$ cat config.mk
export PLATFORM = sky130hd
export DESIGN_NAME = radix4_mul_seq_flat
export DESIGN_NICKNAME = d
export VERILOG_FILES = /design/src/rtl/radix4_mul_pkg.sv /design/src/rtl/radix4_mul_seq_if.sv /design/src/rtl/radix4_pp_sel.sv /design/src/rtl/radix4_mul_seq.sv /design/src/flat_wrapper.sv
export SDC_FILE = /design/constraint.sdc
export NUM_CORES = 1
export LEC_CHECK = 0
export ABC_AREA = 1
export ABC_CLOCK_PERIOD_IN_PS = 4700
export CAP_MARGIN = 25
export CORE_MARGIN = 5
export CORE_UTILIZATION = 40
export CTS_CLUSTER_SIZE = 25
export DETAILED_ROUTE_END_ITERATION = 10
export HOLD_SLACK_MARGIN = 0.03
export SLEW_MARGIN = 40
export SYNTH_ARGS = -nofsm -noshare
export SYNTH_HDL_FRONTEND = slang
export SYNTH_HIERARCHICAL = 1
export SYNTH_SLANG_ARGS = --single-unit
$ cat constraint.sdc
create_clock -name clk -period 4.7 [get_ports clk]
set_input_delay 0.705 -clock clk [delete_from_list [all_inputs] [get_ports clk]]
set_output_delay 0.705 -clock clk [all_outputs]
set_load 0.03 [all_outputs]
$ cat src/rtl/radix4_mul_pkg.sv
// Shared types and helpers for the radix-4 Booth sequential multiplier.
//   state_t      : control states of the multiplier
//   booth_t      : recoded radix-4 Booth digit
//   DEF_WIDTH    : default operand width
//   booth_recode : maps {b[2i+1], b[2i], b[2i-1]} to a Booth digit
package radix4_mul_pkg;

  localparam int unsigned DEF_WIDTH = 12;

  typedef enum logic [1:0] {
    ST_IDLE = 2'd0,
    ST_RUN  = 2'd1,
    ST_DONE = 2'd2
  } state_t;

  typedef enum logic [2:0] {
    ZERO = 3'd0,
    POS1 = 3'd1,
    POS2 = 3'd2,
    NEG1 = 3'd3,
    NEG2 = 3'd4
  } booth_t;

  // Standard radix-4 Booth table; 000 and 111 both select zero.
  function automatic booth_t booth_recode(input logic [2:0] bits);
    booth_t d;
    case (bits)
      3'b001, 3'b010: d = POS1;
      3'b011:         d = POS2;
      3'b100:         d = NEG2;
      3'b101, 3'b110: d = NEG1;
      default:        d = ZERO;
    endcase
    return d;
  endfunction

endpackage

$ cat src/rtl/radix4_mul_seq_if.sv
// Request/result bus of the radix-4 sequential multiplier.
//   start   : request a multiply (master -> slave)
//   a, b    : signed operands, WIDTH bits (master -> slave)
//   ready   : slave can accept start (slave -> master)
//   busy    : multiply in progress (slave -> master)
//   done    : one-cycle completion pulse (slave -> master)
//   product : signed 2*WIDTH result (slave -> master)
interface radix4_mul_seq_if #(
  parameter int unsigned WIDTH = radix4_mul_pkg::DEF_WIDTH
);

  logic                 start;
  logic [WIDTH-1:0]     a;
  logic [WIDTH-1:0]     b;
  logic                 ready;
  logic                 busy;
  logic                 done;
  logic [2*WIDTH-1:0]   product;

  modport master (
    output start, a, b,
    input  ready, busy, done, product
  );

  modport slave (
    input  start, a, b,
    output ready, busy, done, product
  );

endinterface

$ cat src/rtl/radix4_pp_sel.sv
// Combinational partial-product selector: returns the signed multiple of a
// (0, +a, +2a, -a, -2a) chosen by one Booth digit, WIDTH+2 bits wide.
//   a     : captured multiplicand, signed
//   digit : recoded Booth digit
//   pp_c  : selected multiple, signed WIDTH+2 bits
module radix4_pp_sel
  import radix4_mul_pkg::*;
#(
  parameter int unsigned WIDTH = DEF_WIDTH
) (
  input  logic [WIDTH-1:0] a,
  input  booth_t           digit,
  output logic [WIDTH+1:0] pp_c
);

  localparam int unsigned MW = WIDTH + 2;

  logic [MW-1:0] a_ext;
  logic [MW-1:0] a_dbl;

  // Two guard bits make +/-2a of the most negative operand representable.
  assign a_ext = {{2{a[WIDTH-1]}}, a};
  assign a_dbl = a_ext << 1;

  always_comb begin
    pp_c = '0;
    case (digit)
      POS1:    pp_c = a_ext;
      POS2:    pp_c = a_dbl;
      NEG1:    pp_c = MW'(-a_ext);
      NEG2:    pp_c = MW'(-a_dbl);
      default: pp_c = '0;
    endcase
  end

endmodule

$ cat src/rtl/radix4_mul_seq.sv
// Sequential signed multiplier retiring one radix-4 Booth digit per cycle.
// Fixed latency: DIGITS RUN cycles after accept, then a one-cycle DONE.
//   clk   : clock, rising edge
//   rst_n : asynchronous active-low reset
//   bus   : slave side of radix4_mul_seq_if (start/a/b in,
//           ready/busy/done/product out)
module radix4_mul_seq
  import radix4_mul_pkg::*;
#(
  parameter int unsigned WIDTH  = DEF_WIDTH,
  parameter int unsigned DIGITS = WIDTH / 2
) (
  input  logic             clk,
  input  logic             rst_n,
  radix4_mul_seq_if.slave  bus
);

  localparam int unsigned PW    = 2 * WIDTH;
  localparam int unsigned MW    = WIDTH + 2;
  localparam int unsigned CNT_W = (DIGITS > 1) ? $clog2(DIGITS) : 1;
  localparam logic [CNT_W-1:0] LAST_CNT = CNT_W'(DIGITS - 1);

  state_t           state_q;
  state_t           state_d;
  logic             ready_q, busy_q, done_q;
  logic             ready_d, busy_d, done_d;

  logic [WIDTH-1:0] a_q;
  logic [WIDTH-1:0] b_q;
  logic [PW-1:0]    acc_q;
  logic [PW-1:0]    product_q;
  logic [CNT_W-1:0] cnt_q;

  logic             accept_c;
  logic             last_c;
  logic [WIDTH:0]   b_ext_c;
  logic [2:0]       bits_c;
  booth_t           digit_c;
  logic [MW-1:0]    pp_c;
  logic [PW-1:0]    pp_ext_c;
  logic [PW-1:0]    pp_sh_c;
  logic [PW-1:0]    acc_sum_c;

  assign accept_c = ready_q & bus.start;
  assign last_c   = (cnt_q == LAST_CNT);

  // Implicit b[-1] = 0 appended below the LSB; digit i reads bits 2i+1..2i-1.
  assign b_ext_c = {b_q, 1'b0};
  assign bits_c  = 3'(b_ext_c >> {cnt_q, 1'b0});
  assign digit_c = booth_recode(bits_c);

  radix4_pp_sel #(
    .WIDTH (WIDTH)
  ) u_pp_sel (
    .a     (a_q),
    .digit (digit_c),
    .pp_c  (pp_c)
  );

  // Sign-extend the multiple, weight it by 4^i, accumulate modulo 2^PW.
  assign pp_ext_c  = {{(PW - MW){pp_c[MW-1]}}, pp_c};
  assign pp_sh_c   = pp_ext_c << {cnt_q, 1'b0};
  assign acc_sum_c = acc_q + pp_sh_c;

  // State register.
  always_ff @(posedge clk or negedge rst_n) begin
    if (!rst_n) begin
      state_q <= ST_IDLE;
    end else begin
      state_q <= state_d;
    end
  end

  // Next-state logic.
  always_comb begin
    state_d = state_q;
    case (state_q)
      ST_IDLE: if (bus.start) state_d = ST_RUN;
      ST_RUN:  if (last_c)    state_d = ST_DONE;
      ST_DONE: state_d = bus.start ? ST_RUN : ST_IDLE;
      default: state_d = ST_IDLE;
    endcase
  end

  // Status outputs are decoded from the next state and then registered.
  always_comb begin
    ready_d = 1'b0;
    busy_d  = 1'b0;
    done_d  = 1'b0;
    case (state_d)
      ST_RUN:  busy_d = 1'b1;
      ST_DONE: begin
        ready_d = 1'b1;
        done_d  = 1'b1;
      end
      default: ready_d = 1'b1;
    endcase
  end

  always_ff @(posedge clk or negedge rst_n) begin
    if (!rst_n) begin
      ready_q <= 1'b1;
      busy_q  <= 1'b0;
      done_q  <= 1'b0;
    end else begin
      ready_q <= ready_d;
      busy_q  <= busy_d;
      done_q  <= done_d;
    end
  end

  // Datapath: capture on accept, one digit per RUN cycle, publish on last.
  always_ff @(posedge clk or negedge rst_n) begin
    if (!rst_n) begin
      a_q       <= '0;
      b_q       <= '0;
      acc_q     <= '0;
      cnt_q     <= '0;
      product_q <= '0;
    end else if (accept_c) begin
      a_q   <= bus.a;
      b_q   <= bus.b;
      acc_q <= '0;
      cnt_q <= '0;
    end else if (state_q == ST_RUN) begin
      acc_q <= acc_sum_c;
      cnt_q <= cnt_q + CNT_W'(1);
      if (last_c) begin
        product_q <= acc_sum_c;
      end
    end
  end

  assign bus.ready   = ready_q;
  assign bus.busy    = busy_q;
  assign bus.done    = done_q;
  assign bus.product = product_q;

endmodule
$ cat src/flat_wrapper.sv
// flat-port wrapper written by rule: the top's interface ports become plain ports
module radix4_mul_seq_flat import radix4_mul_pkg::*;
#(
  parameter int unsigned WIDTH  = DEF_WIDTH,
  parameter int unsigned DIGITS = WIDTH / 2
)
  (clk, rst_n, bus_start, bus_a, bus_b, bus_ready, bus_busy, bus_done, bus_product);
  radix4_mul_seq_if #(.WIDTH(WIDTH)) bus_i ();
  input  logic clk;
  input  logic rst_n;
  input wire logic [$bits(bus_i.start)-1:0] bus_start;
  input wire logic [$bits(bus_i.a)-1:0] bus_a;
  input wire logic [$bits(bus_i.b)-1:0] bus_b;
  output wire logic [$bits(bus_i.ready)-1:0] bus_ready;
  output wire logic [$bits(bus_i.busy)-1:0] bus_busy;
  output wire logic [$bits(bus_i.done)-1:0] bus_done;
  output wire logic [$bits(bus_i.product)-1:0] bus_product;
  assign bus_i.start = bus_start;
  assign bus_i.a = bus_a;
  assign bus_i.b = bus_b;
  assign bus_ready = bus_i.ready;
  assign bus_busy = bus_i.busy;
  assign bus_done = bus_i.done;
  assign bus_product = bus_i.product;
  radix4_mul_seq #(.WIDTH(WIDTH), .DIGITS(DIGITS)) u_core (.clk(clk), .rst_n(rst_n), .bus(bus_i));
endmodule
==> metrics.csv, run 1 <==
metric,value,unit
run status,"finished, final reports clean",
Non-Filler Instances,1167,
worst r2r path cells,29,
Max Cap Violations,0,
Required @ worst endpoint,4940,ps
"Avg Cell Area, Syn",6.548,sq um
DR pass1 iterations,5,
Mapped Area,6005,sq um
DRC Markers,0,
Synth Area in Compound Gates,9.835,%
Vias,5896,
async set-or-reset flop fraction in the synthesized netlist,100.0,%
CTS Root Cell,clkbuf_16,
Routed wire per std cell,13.87,um
Yosys reg bits,80,
full die area,17560,sq um
first-pass GRT wire length,26.79,mm
syn nets,975,
Congestion Overflow GR,0,
IO buf count,53,
DP Cell Count,1138,
"most used cell, CP",nand2_1,
Crit. End Element,flop,
Final Max Slew Viols,0,
Crit path largest cell delay,450,ps
worst hold path class,in2async,
core area,14640,sq um
Sink Count,80,
htree depth,3,
Crit Path Class,reg2reg,
TritonCTS Buffers,9,
CTS tree,built,
Clock Path Buffers,2,
synth unique cells,45,
clk_lat worst skew,350,ps
final setup TNS,0,ps
nets,1036,
diodes inserted,0,
worst slew pin tran,576.9,ps
largest net degree at the start of global routing,45,
largest family of logic cells by synthesized area,simple AND/OR/NAND/NOR gates,
drt first-iter violations,351,
Post-DP HPWL,12.36,mm
Die Wd,132.5,um
RSZ-0062 raised after global routing,true,
xor and xnor fraction of the mapped netlist area,1.605,%
Site Rows,44,
Simple-Gate Fraction of Synth Area,38.15,%
Post-synth EDFFs,0,
cells after synthesis,917,
post-synthesis mux area share,0.8335,%
GRT Total Usage,18.59,%
Slew HR,61.45,%
"antenna viol nets, final",0,
"Clk pin slew, worst setup/hold paths",70,ps
starting density of the core,41.00,%
GPL Wtd Cong,0.9240,
vias in the first global route,5521,
initial antenna violation count,0,
routed wire length,16.19,mm
clock skew,8.128,ps
Critical Path Slowest Stage Cell,dfrtp_2,
Area Growth Syn to Fin,21.71,%
final hold vios,0,
type of origin of the critical path,flop,
Crit Path Max Fanout,13,
Final min period,4407,ps
Crit path arrival time,4640,ps
share of cells above drive strength 1,12.21,%
Synth Flop Type,dfrtp_1,
Synth warnings,6,
Via density,5.052,
post-synthesis sequential area ratio,33.36,%
"Setup violations, final",0,
Fmax achieved,0.2269,GHz
Die Ht,132.5,um
Top Ports,54,
post-synthesis adder-cell area fraction,6.585,%
period utilization,93.77,%
[cell type report]
class,instances,area [sq um]
clock inverters,7,78.83
fillers,1559,7336
repair buffers,78,716.9
well taps,184,230.2
inverters,116,435.4
clock buffers,9,225.2
flip-flops and latches,80,2004
multi-input cells,693,3617
[logic make-up after synthesis]
logic type,count (synthesis)
mux,5
flops,80
fa+ha+maj,31
simple gates,538
xor+xnor,11
compound gates,108
buf+inv,144
[final timing paths]
kind | startpoint | to | slack (ps)
max in group asynchronous | rst_n | u_core/cnt_q[0] | 3410
hold / removal | rst_n | u_core/bus.product[6] | 320
hold reg to reg | u_core/b_q[8] | u_core/b_q[8] | 470
setup reg to reg | u_core/cnt_q[0] | u_core/bus.product[15] | 290
min in group clk | u_core/b_q[8] | u_core/b_q[8] | 470
setup / recovery | u_core/cnt_q[0] | u_core/bus.product[15] | 290
[metal layers]
metal	global-route usage [%]	part of all wire (%)	vias up
met3	3.265	3.9	35
met2	30.94	47	146
met1	24.14	46	2657
li1	-	-	3058
met4	7.102	2.9	0
met5	0	0	-
[metrics by stage]
stage               utilization, %  hold slack (ps)  instance area [sq um]  worst slack [ps]
floorplan                        -            409.4                   6005             768.0
global placement             45.82            460.0                   6710             157.5
detailed placement           45.82            458.1                   6710             121.3
CTS                          47.90            325.9                   7014             111.4
global route                 49.91            354.9                   7308            -58.32
finish                       49.91            317.5                   7308             292.9
[synth_stat cells (all sizes together), types with 3 or more instances]
master  instances  share of area [%]
nand3          82                7.1
or2             3               0.31
nor2           65                5.0
inv           115                7.2
mux2i           5               0.83
dfrtp          79                 33
xnor2           4               0.58
clkbuf          7               0.44
a21oi          23                2.0
o22ai          12                1.3
ha             30                6.3
nand4           6               0.63
nor3            3               0.33
nand2         361                 23
o21ai          63                5.3
nand3b         15                1.9
xor2            7                1.0
buf            21                1.9
[cells in the final DEF (no fill, tap or decap), types with 2 or more instances in the layout]
| cell type | count |
|---|---|
| nand2_1 | 349 |
| inv_1 | 99 |
| dfrtp_1 | 78 |
| nand3_1 | 77 |
| clkdlybuf4s50_1 | 52 |
| nor2_1 | 44 |
| o21ai_0 | 34 |
| ha_1 | 28 |
| buf_4 | 24 |
| o21ai_1 | 22 |
| a21oi_1 | 18 |
| inv_2 | 16 |
| nand3b_1 | 15 |
| o22ai_1 | 12 |
| nor2_2 | 12 |
| nand2_2 | 12 |
| clkbuf_16 | 9 |
| nor2_4 | 8 |
| o21ai_2 | 7 |
| nand4_1 | 6 |
| mux2i_1 | 5 |
| xor2_1 | 5 |
| nand3_2 | 4 |
| a21oi_2 | 4 |
| xnor2_1 | 4 |
| clkinvlp_4 | 3 |
| inv_6 | 2 |
| nor4_1 | 2 |
| or2_2 | 2 |
| nor3_1 | 2 |
| xor2_2 | 2 |
| a22o_1 | 2 |
[repair_timing]
action / CTS / global route
buffers inserted: 0 / 12
hold buffers: 0 / 0
setup endpoints to repair: 0 / 38
gates resized for setup: 0 / 71
[worst max-delay path, delay by kind of cell, from the launching register on]
kind	cells	cell delay (ps)
adders and majority gates	2	510
and+or+nand+nor	14	1590
DFF	1	450
buffers and inverters	7	760
AOI/OAI and AO/OA	5	810
xor gates and xnor gates	1	170
[state kept, by name (all words and copies together) (netlist names)]
| register | cells |
|---|---|
| u_core/state_q | 2 |
| u_core/acc_q | 24 |
| u_core/bus.done | 1 |
| u_core/bus.product | 24 |
| u_core/bus.busy | 1 |
| u_core/b_q | 12 |
| u_core/a_q | 12 |
| u_core/cnt_q | 3 |
| u_core/bus.ready | 1 |
Power of run 1 is left out: the tool's default activity adds up to more than one toggle a clock period on the data nets, which glitch-free logic cannot reach.
==> run 2: changes to the inputs <==
--- a/config.mk
+++ b/config.mk
@@ -13,6 +13,7 @@
 export CTS_CLUSTER_SIZE = 25
 export DETAILED_ROUTE_END_ITERATION = 10
 export HOLD_SLACK_MARGIN = 0.03
+export PLACE_DENSITY_LB_ADDON = 0.08
 export SLEW_MARGIN = 40
 export SYNTH_ARGS = -nofsm -noshare
 export SYNTH_HDL_FRONTEND = slang
==> metrics.csv, run 2 (synthesized netlist as in run 1, its figures left out) <==
metric,value,unit
run status,"finished, final reports clean",
Required @ worst endpoint,4940,ps
Vias,5961,
nets,1044,
Crit path arrival time,4620,ps
Fmax achieved,0.2285,GHz
Slew HR,56.44,%
Crit path largest cell delay,430,ps
Max Cap Violations,0,
routed wire length,16.78,mm
Die Ht,132.5,um
Post-DP HPWL,12.58,mm
clock skew,6.865,ps
Crit Path Max Fanout,10,
CTS tree,built,
"most used cell, CP",nand2_1,
final hold vios,0,
most frequent cells in the layout,"357 x nand2_1, 99 x inv_1, 78 x nand3_1, 78 x dfrtp_1, 52 x clkdlybuf4s50_1",
GRT Total Usage,19.21,%
IO buf count,53,
Site Rows,44,
RSZ-0062 raised after global routing,true,
vias in the first global route,5521,
TritonCTS Buffers,9,
Final Max Slew Viols,0,
Via density,5.073,
full die area,17560,sq um
Die Wd,132.5,um
GPL Wtd Cong,0.8973,
Non-Filler Instances,1175,
Area Growth Syn to Fin,21.19,%
"antenna viol nets, final",0,
hold_ws,383.1,ps
Clock Path Buffers,2,
worst slew pin tran,653.4,ps
largest net degree at the start of global routing,81,
Layout Utilization,49.69,%
core area,14640,sq um
drt first-iter violations,360,
Crit. End Element,flop,
Congestion Overflow GR,0,
"Clk pin slew, worst setup/hold paths",60,ps
starting density of the core,41.00,%
DR pass1 iterations,5,
Final min period,4376,ps
clk_lat worst skew,350,ps
"Setup violations, final",0,
"most common cell after layout, fill and taps aside",nand2_1,
Sink Count,80,
first-pass GRT wire length,27.34,mm
initial antenna violation count,0,
Crit Path Class,reg2reg,
Routed wire per std cell,14.28,um
type of origin of the critical path,flop,
DRC Markers,0,
Top Ports,54,
DP Cell Count,1141,
period utilization,93.10,%
diodes inserted,0,
Critical Path Slowest Stage Cell,dfrtp_2,
share of cells above drive strength 1,10.49,%
htree depth,3,
worst hold path class,in2async,
CTS Root Cell,clkbuf_16,
-- run 2: routing by layer --
layer | global-route usage (%) | vias to the layer above | wire length (um)
met1 | 24.75 | 2759 | 7755
met3 | 3.075 | 35 | 517
met4 | 8.083 | 0 | 498
met5 | 0 | - | 0
li1 | - | 3059 | -
met2 | 32.08 | 108 | 8005
-- run 2: critical path: cells and delay by family, from the launching register on --
kind                       cells  cell delay [ps]
DFF                            1              430
buffers and inverters          6              600
and+or+nand+nor               15             1840
AOI/OAI and AO/OA              6              830
adders and majority gates      2              540
-- run 2: cell type report --
class,count,area [sq um]
inverter,116,435.4
clock buffer,12,236.5
tap,184,230.2
timing repair buffer,86,783.3
clock inverter,4,70.07
fill,1576,7367
sequential,80,2004
multi-input combinational,693,3517
-- run 2: final timing paths --
path                                             start                     end  slack [ps]  cells past startpoint
worst max-delay path                   u_core/cnt_q[0]        u_core/acc_q[19]         320                     29
worst min-delay path                             rst_n   u_core/bus.product[7]         380                      1
worst max register to register         u_core/cnt_q[0]        u_core/acc_q[19]         320                     29
worst min register to register  u_core/bus.product[15]  u_core/bus.product[15]         480                      2
max in group asynchronous                        rst_n         u_core/cnt_q[0]        3810                      1
min in group clk                u_core/bus.product[15]  u_core/bus.product[15]         480                      2
-- run 2: what timing repair did --
item / in CTS / in global routing
gates resized for setup: 2 / 44
setup buffers: 0 / 18
hold buffers: 0 / 0
setup endpoints to repair: 2 / 36
pin swaps: 0 / 16
-- run 2: through the flow --
| stage | area, sq um | setup slack [ps] | setup TNS [ps] |
|---|---|---|---|
| 2_1_floorplan | 6005 | 768.0 | 0 |
| 3_3_place_gp | 6733 | -31.44 | -44.12 |
| 3_5_place_dp | 6736 | -83.52 | -159.1 |
| 4_1_cts | 7044 | 48.31 | 0 |
| 5_1_grt | 7277 | -38.34 | -148.2 |
| 6_report | 7277 | 324.5 | 0 |
Power of run 2 is left out for the same reason.
==> run 3: changes to the inputs <==
--- a/config.mk
+++ b/config.mk
@@ -12,6 +12,7 @@
 export CORE_UTILIZATION = 40
 export CTS_CLUSTER_SIZE = 25
 export DETAILED_ROUTE_END_ITERATION = 10
+export GPL_TIMING_DRIVEN = 0
 export HOLD_SLACK_MARGIN = 0.03
 export PLACE_DENSITY_LB_ADDON = 0.08
 export SLEW_MARGIN = 40
==> metrics.csv, run 3 (synthesized netlist as in run 1, its figures left out) <==
metric,value,unit
diodes inserted,0,
Site Rows,44,
Final min period,4422,ps
Final WS setup,278.1,ps
Max Cap Violations,0,
final hold vios,0,
"Clk pin slew, worst setup/hold paths",60,ps
vias in the first global route,5553,
Die Ht,132.5,um
Crit. End Element,flop,
GRT Total Usage,19.56,%
Required @ worst endpoint,4930,ps
DR pass1 iterations,5,
drt first-iter violations,301,
run status,"finished, final reports clean",
CTS tree,built,
"most common cell after layout, fill and taps aside",nand2_1,
period utilization,94.08,%
initial antenna violation count,0,
DRC Markers,0,
worst hold path class,in2async,
Sink Count,80,
Routed wire per std cell,14.35,um
routed wire length,17.05,mm
Crit path arrival time,4650,ps
share of cells above drive strength 1,14.94,%
Crit Path Max Fanout,10,
most frequent cells in the layout,"346 x nand2_1, 97 x inv_1, 78 x dfrtp_1",
CTS Root Cell,clkbuf_16,
largest net degree at the start of global routing,44,
Top Ports,54,
clock skew,7.710,ps
htree depth,3,
"antenna viol nets, final",0,
IO buf count,53,
type of origin of the critical path,flop,
first-pass GRT wire length,27.88,mm
Crit Path Class,reg2reg,
Post-DP HPWL,13.50,mm
starting density of the core,41.00,%
Slew HR,60.77,%
TritonCTS Buffers,9,
CTS hold repair buffers,0,
Final Max Slew Viols,0,
Congestion Overflow GR,0,
Clock Path Buffers,2,
clk_lat worst skew,350,ps
GPL Wtd Cong,0.9401,
Area Growth Syn to Fin,25.38,%
Vias,5881,
Fmax achieved,0.2261,GHz
full die area,17560,sq um
dpl ws,-364.3,ps
core area,14640,sq um
worst slew pin tran,587.1,ps
# fillers,1501,
nets,1057,
Die Wd,132.5,um
"Setup violations, final",0,
Via density,4.950,
## run 3: critical path, cell delays in order (launching register included)
cell	delay, ps
dfrtp_2	480
buf_6	150
or2_2	310
a32oi_4	250
inv_2	60
ha_1	170
nor2_1	100
nand2_1	70
o21ai_2	70
inv_2	70
inv_2	70
nand3_4	100
buf_6	160
o211ai_1	330
nand2_1	120
o21ai_2	110
o21ai_2	110
nor2_1	230
ha_1	330
nand2_2	140
inv_1	50
nand2_1	60
nand2_1	80
nand3b_1	240
nand2_1	140
nand3b_1	100
nand3_1	130
nand2_1	60
## run 3: repair_timing
| item | 4_1_cts | 5_1_grt |
|---|---|---|
| buffers inserted | 1 | 15 |
| resized for setup | 18 | 100 |
| setup endpoints to repair | 34 | 36 |
| cloned | 0 | 1 |
| pin swaps | 1 | 25 |
## run 3: layout make-up
cell class | count | area (sq um) | area share (%)
plain buffers | 28 | 180.2 | 2.393
clock buffers | 10 | 229.0 | 3.041
clock inverters | 6 | 43.79 | 0.5817
inverters | 116 | 440.4 | 5.850
multi-input cells | 693 | 3714 | 49.33
flip-flops and latches | 80 | 2004 | 26.62
well taps | 184 | 230.2 | 3.058
repair buffers | 71 | 686.9 | 9.124
## run 3: stage by stage
| stage | TNS, ps | instance area, sq um | util (%) | std cells | hold WS, ps |
|---|---|---|---|---|---|
| after floorplan | 0 | 6005 | - | 917 | 409.4 |
| after global placement | -10330 | 6765 | 46.20 | 1154 | 462.9 |
| after detailed placement | -5677 | 6794 | 46.39 | 1155 | 468.7 |
| after CTS | 0 | 7102 | 48.50 | 1172 | 266.0 |
| after global routing | -387.0 | 7528 | 51.41 | 1188 | 283.6 |
| final | 0 | 7528 | 51.41 | 1188 | 258.2 |
## run 3: worst paths after layout
kind | start | endpoint | slack, ps | cells after the start
worst max register to register | u_core/cnt_q[0] | u_core/bus.product[17] | 280 | 27
worst max-delay path | u_core/cnt_q[0] | u_core/bus.product[17] | 280 | 27
worst min register to register | u_core/bus.product[16] | u_core/bus.product[16] | 480 | 2
max in group asynchronous | rst_n | u_core/bus.ready | 3840 | 2
worst min-delay path | rst_n | u_core/bus.product[7] | 260 | 1
min in group clk | u_core/bus.product[16] | u_core/bus.product[16] | 480 | 2
## run 3: routing by layer
layer  track usage, %  wire length, um  vias to the layer above
met5                0                0                        -
met1            24.85             7845                     2686
met3            2.696              537                       22
li1                 -                -                     3081
met2            34.71             8345                       92
met4            5.543              320                        0
Power of run 3 is left out for the same reason.
==> edit (config.mk and constraints of run 3) <==
Change the package constant `DEF_WIDTH` from 12 to 24.
--- a/src/rtl/radix4_mul_pkg.sv
+++ b/src/rtl/radix4_mul_pkg.sv
@@ -7,3 +7,3 @@
 
-  localparam int unsigned DEF_WIDTH = 12;
+  localparam int unsigned DEF_WIDTH = 24;
 
Ports: changed (resized bus_a, bus_b and bus_product); port bits go from 54 to 102. No check against the original RTL was run, so the function may have changed too.
==> edit against run 3 <==
- count of clock-buffer cells in the layout is 7 higher
- worst hold slack worse by 130 ps
- critical path depth is 6 higher
- setup slack worse by 620 ps
- maximum frequency is 12% lower
- cell area is 140% higher
- the flow now finishes with violations (setup timing)
- area after synthesis is 110% higher
- sequential cell count is 73 higher
- sequential share of layout area is 5.3 points lower
- wire length grew to 2.9 times the old value
- synthesized cell count is 130% higher
Power is not shown: default switching activity piles up to over one toggle a cycle in this logic, so the estimate is an artifact.
==> edit: results (changes against run 3) <==
Global-route wire length before repair = 77200 um (was 27900 um)
Synth Area per Inst = 6.09 sq um (was 6.55 sq um)
Worst rel slew slack = 37.1% (was 60.8%)
Diode count = 0 (unchanged)
Worst path slowest cell = dfrtp_2 (unchanged)
CTS Buffer Depth = 2 (unchanged)
GRT Overall Usage = 27.6% (was 19.6%)
DRT Pass-1 Iters = 5 (unchanged)
HP Class = input port to asynchronous set/reset pin (unchanged)
Drt total wl = 50000 um (was 17000 um)
# setup viols final = 78 (was 0)
DP HPWL = 38600 um (was 13500 um)
Syn nets = 2204 (was 975)
Largest cells by area after synthesis = dfrtp_1, nand2_1, inv_1 (was dfrtp_1, nand2_1, nand3_1)
PortBufs = 101 (was 53)
Clock Skew = 14.0 ps (was 7.71 ps)
Post-synth top cells = nand2_1, inv_1, nand3_1, dfrtp_1, nor2_1 (was nand2_1, inv_1, dfrtp_1, nand3_1, nor2_1)
Share of cells above drive strength 1 = 26.7% (was 14.9%)
Root buffer cell = clkbuf_16 (unchanged)
Gpl congestion = 0.979 (was 0.940)
Routed wire per std cell = 18.4 um (was 14.4 um)
Grt total ovfl = 0 (unchanged)
Antenna violations before repair = 0 (unchanged)
Clk_lat worst skew = 470 ps (was 350 ps)
Asr flop ratio synth = 100% (unchanged)
Final nets = 2401 (was 1057)
H-tree depth = 4 (was 3)
Clock transition at path regs = 80 ps (was 60 ps)
Yosys cell types = 47 (was 45)
Warnings from Yosys = 6 (unchanged)
Sequential share of the synthesized area = 30.0% (was 33.4%)
Via/cell ratio = 5.25 (was 4.95)
Number of global-route vias before repair = 14000 (was 5553)
TritonCTS Buffers = 17 (was 9)
Failing checks = setup timing
Outcome = finished with violations (was complete, no violations)
Cells after DPL = 2604 (was 1155)
Largest net degree at the start of global routing = 58 (was 44)
CP Max Fanout = 10 (unchanged)
DRT iter0 DRCs = 1102 (was 301)
CP peak stage delay = 500 ps (was 480 ps)
Setup slack after layout = -341 ps (was 278 ps)
## edit: final timing paths
path / from / end / slack [ps] / cells after the start
max in group asynchronous: rst_n / u_core/bus.ready$_DFF_PN1_ / 3890 / 2
max reg2reg: u_core/cnt_q[0]$_DFFE_PN0P_ / u_core/bus.product[22]$_DFFE_PN0P_ / -340 / 33
min in group clk: u_core/bus.product[41]$_DFFE_PN0P_ / u_core/bus.product[41]$_DFFE_PN0P_ / 480 / 2
min: rst_n / u_core/bus.product[15]$_DFFE_PN0P_ / 130 / 1
min reg2reg: u_core/bus.product[41]$_DFFE_PN0P_ / u_core/bus.product[41]$_DFFE_PN0P_ / 480 / 2
max: u_core/cnt_q[0]$_DFFE_PN0P_ / u_core/bus.product[22]$_DFFE_PN0P_ / -340 / 33
## edit: cell families (layout without fill, tap and decap cells)
logic type	Yosys count	after routing	share of synthesized area, %
buf+inv	362	572	11.3
fa+ha+maj	54	54	5.35
compound gates	207	207	8.95
flops	153	153	30.0
xor+xnor	26	26	1.84
simple gates	1289	1289	41.9
mux	8	8	0.627
## edit: final cells by class
| cell class | instances | area, sq um |
|---|---|---|
| plain buffers | 64 | 425 |
| clock buffers | 17 | 425 |
| clock inverters | 15 | 158 |
| fillers | 3089 | 13600 |
| inverters | 298 | 1140 |
| multi-input cells | 1584 | 9780 |
| flip-flops and latches | 153 | 3830 |
| well taps | 402 | 503 |
| repair buffers | 178 | 1700 |
## edit: metrics by stage
step / setup TNS (ps) / cell area, sq um / worst slack, ps / hold slack [ps] / utilization, %
finish: -17230 / 18000 / -341 / 125 / 56.9
global route: -40870 / 18000 / -629 / 141 / 56.9
CTS: -11390 / 17000 / -262 / 129 / 53.8
detailed placement: -117540 / 14400 / -1630 / 462 / 45.5
global placement: -658850 / 14300 / -3610 / 454 / 45.3
floorplan: 0 / 12800 / 40.1 / 409 / -
## edit: critical path: cells and delay by family (launching register included)
kind	cells	cell delay, ps
and+or+nand+nor	16	1600
AOI/OAI and AO/OA	6	1170
buffers and inverters	9	1120
adders and majority gates	2	520
DFF	1	500
## edit: repair_timing
item	CTS	global route
hold endpoints to repair	0	0
gates cloned	1	1
gates resized for setup	447	192
endpoints found under the setup margin	92	88
pin swaps	84	106
setup buffers	47	26
hold buffers	0	0
## edit: metal layers
| layer | up-vias | global-route usage, % | wire (um) |
|---|---|---|---|
| li1 | 7006 | - | - |
| met1 | 6722 | 34.8 | 21400 |
| met2 | 403 | 49.1 | 24500 |
| met3 | 93 | 3.63 | 2310 |
| met4 | 0 | 9.11 | 1850 |
| met5 | - | 0 | 0 |
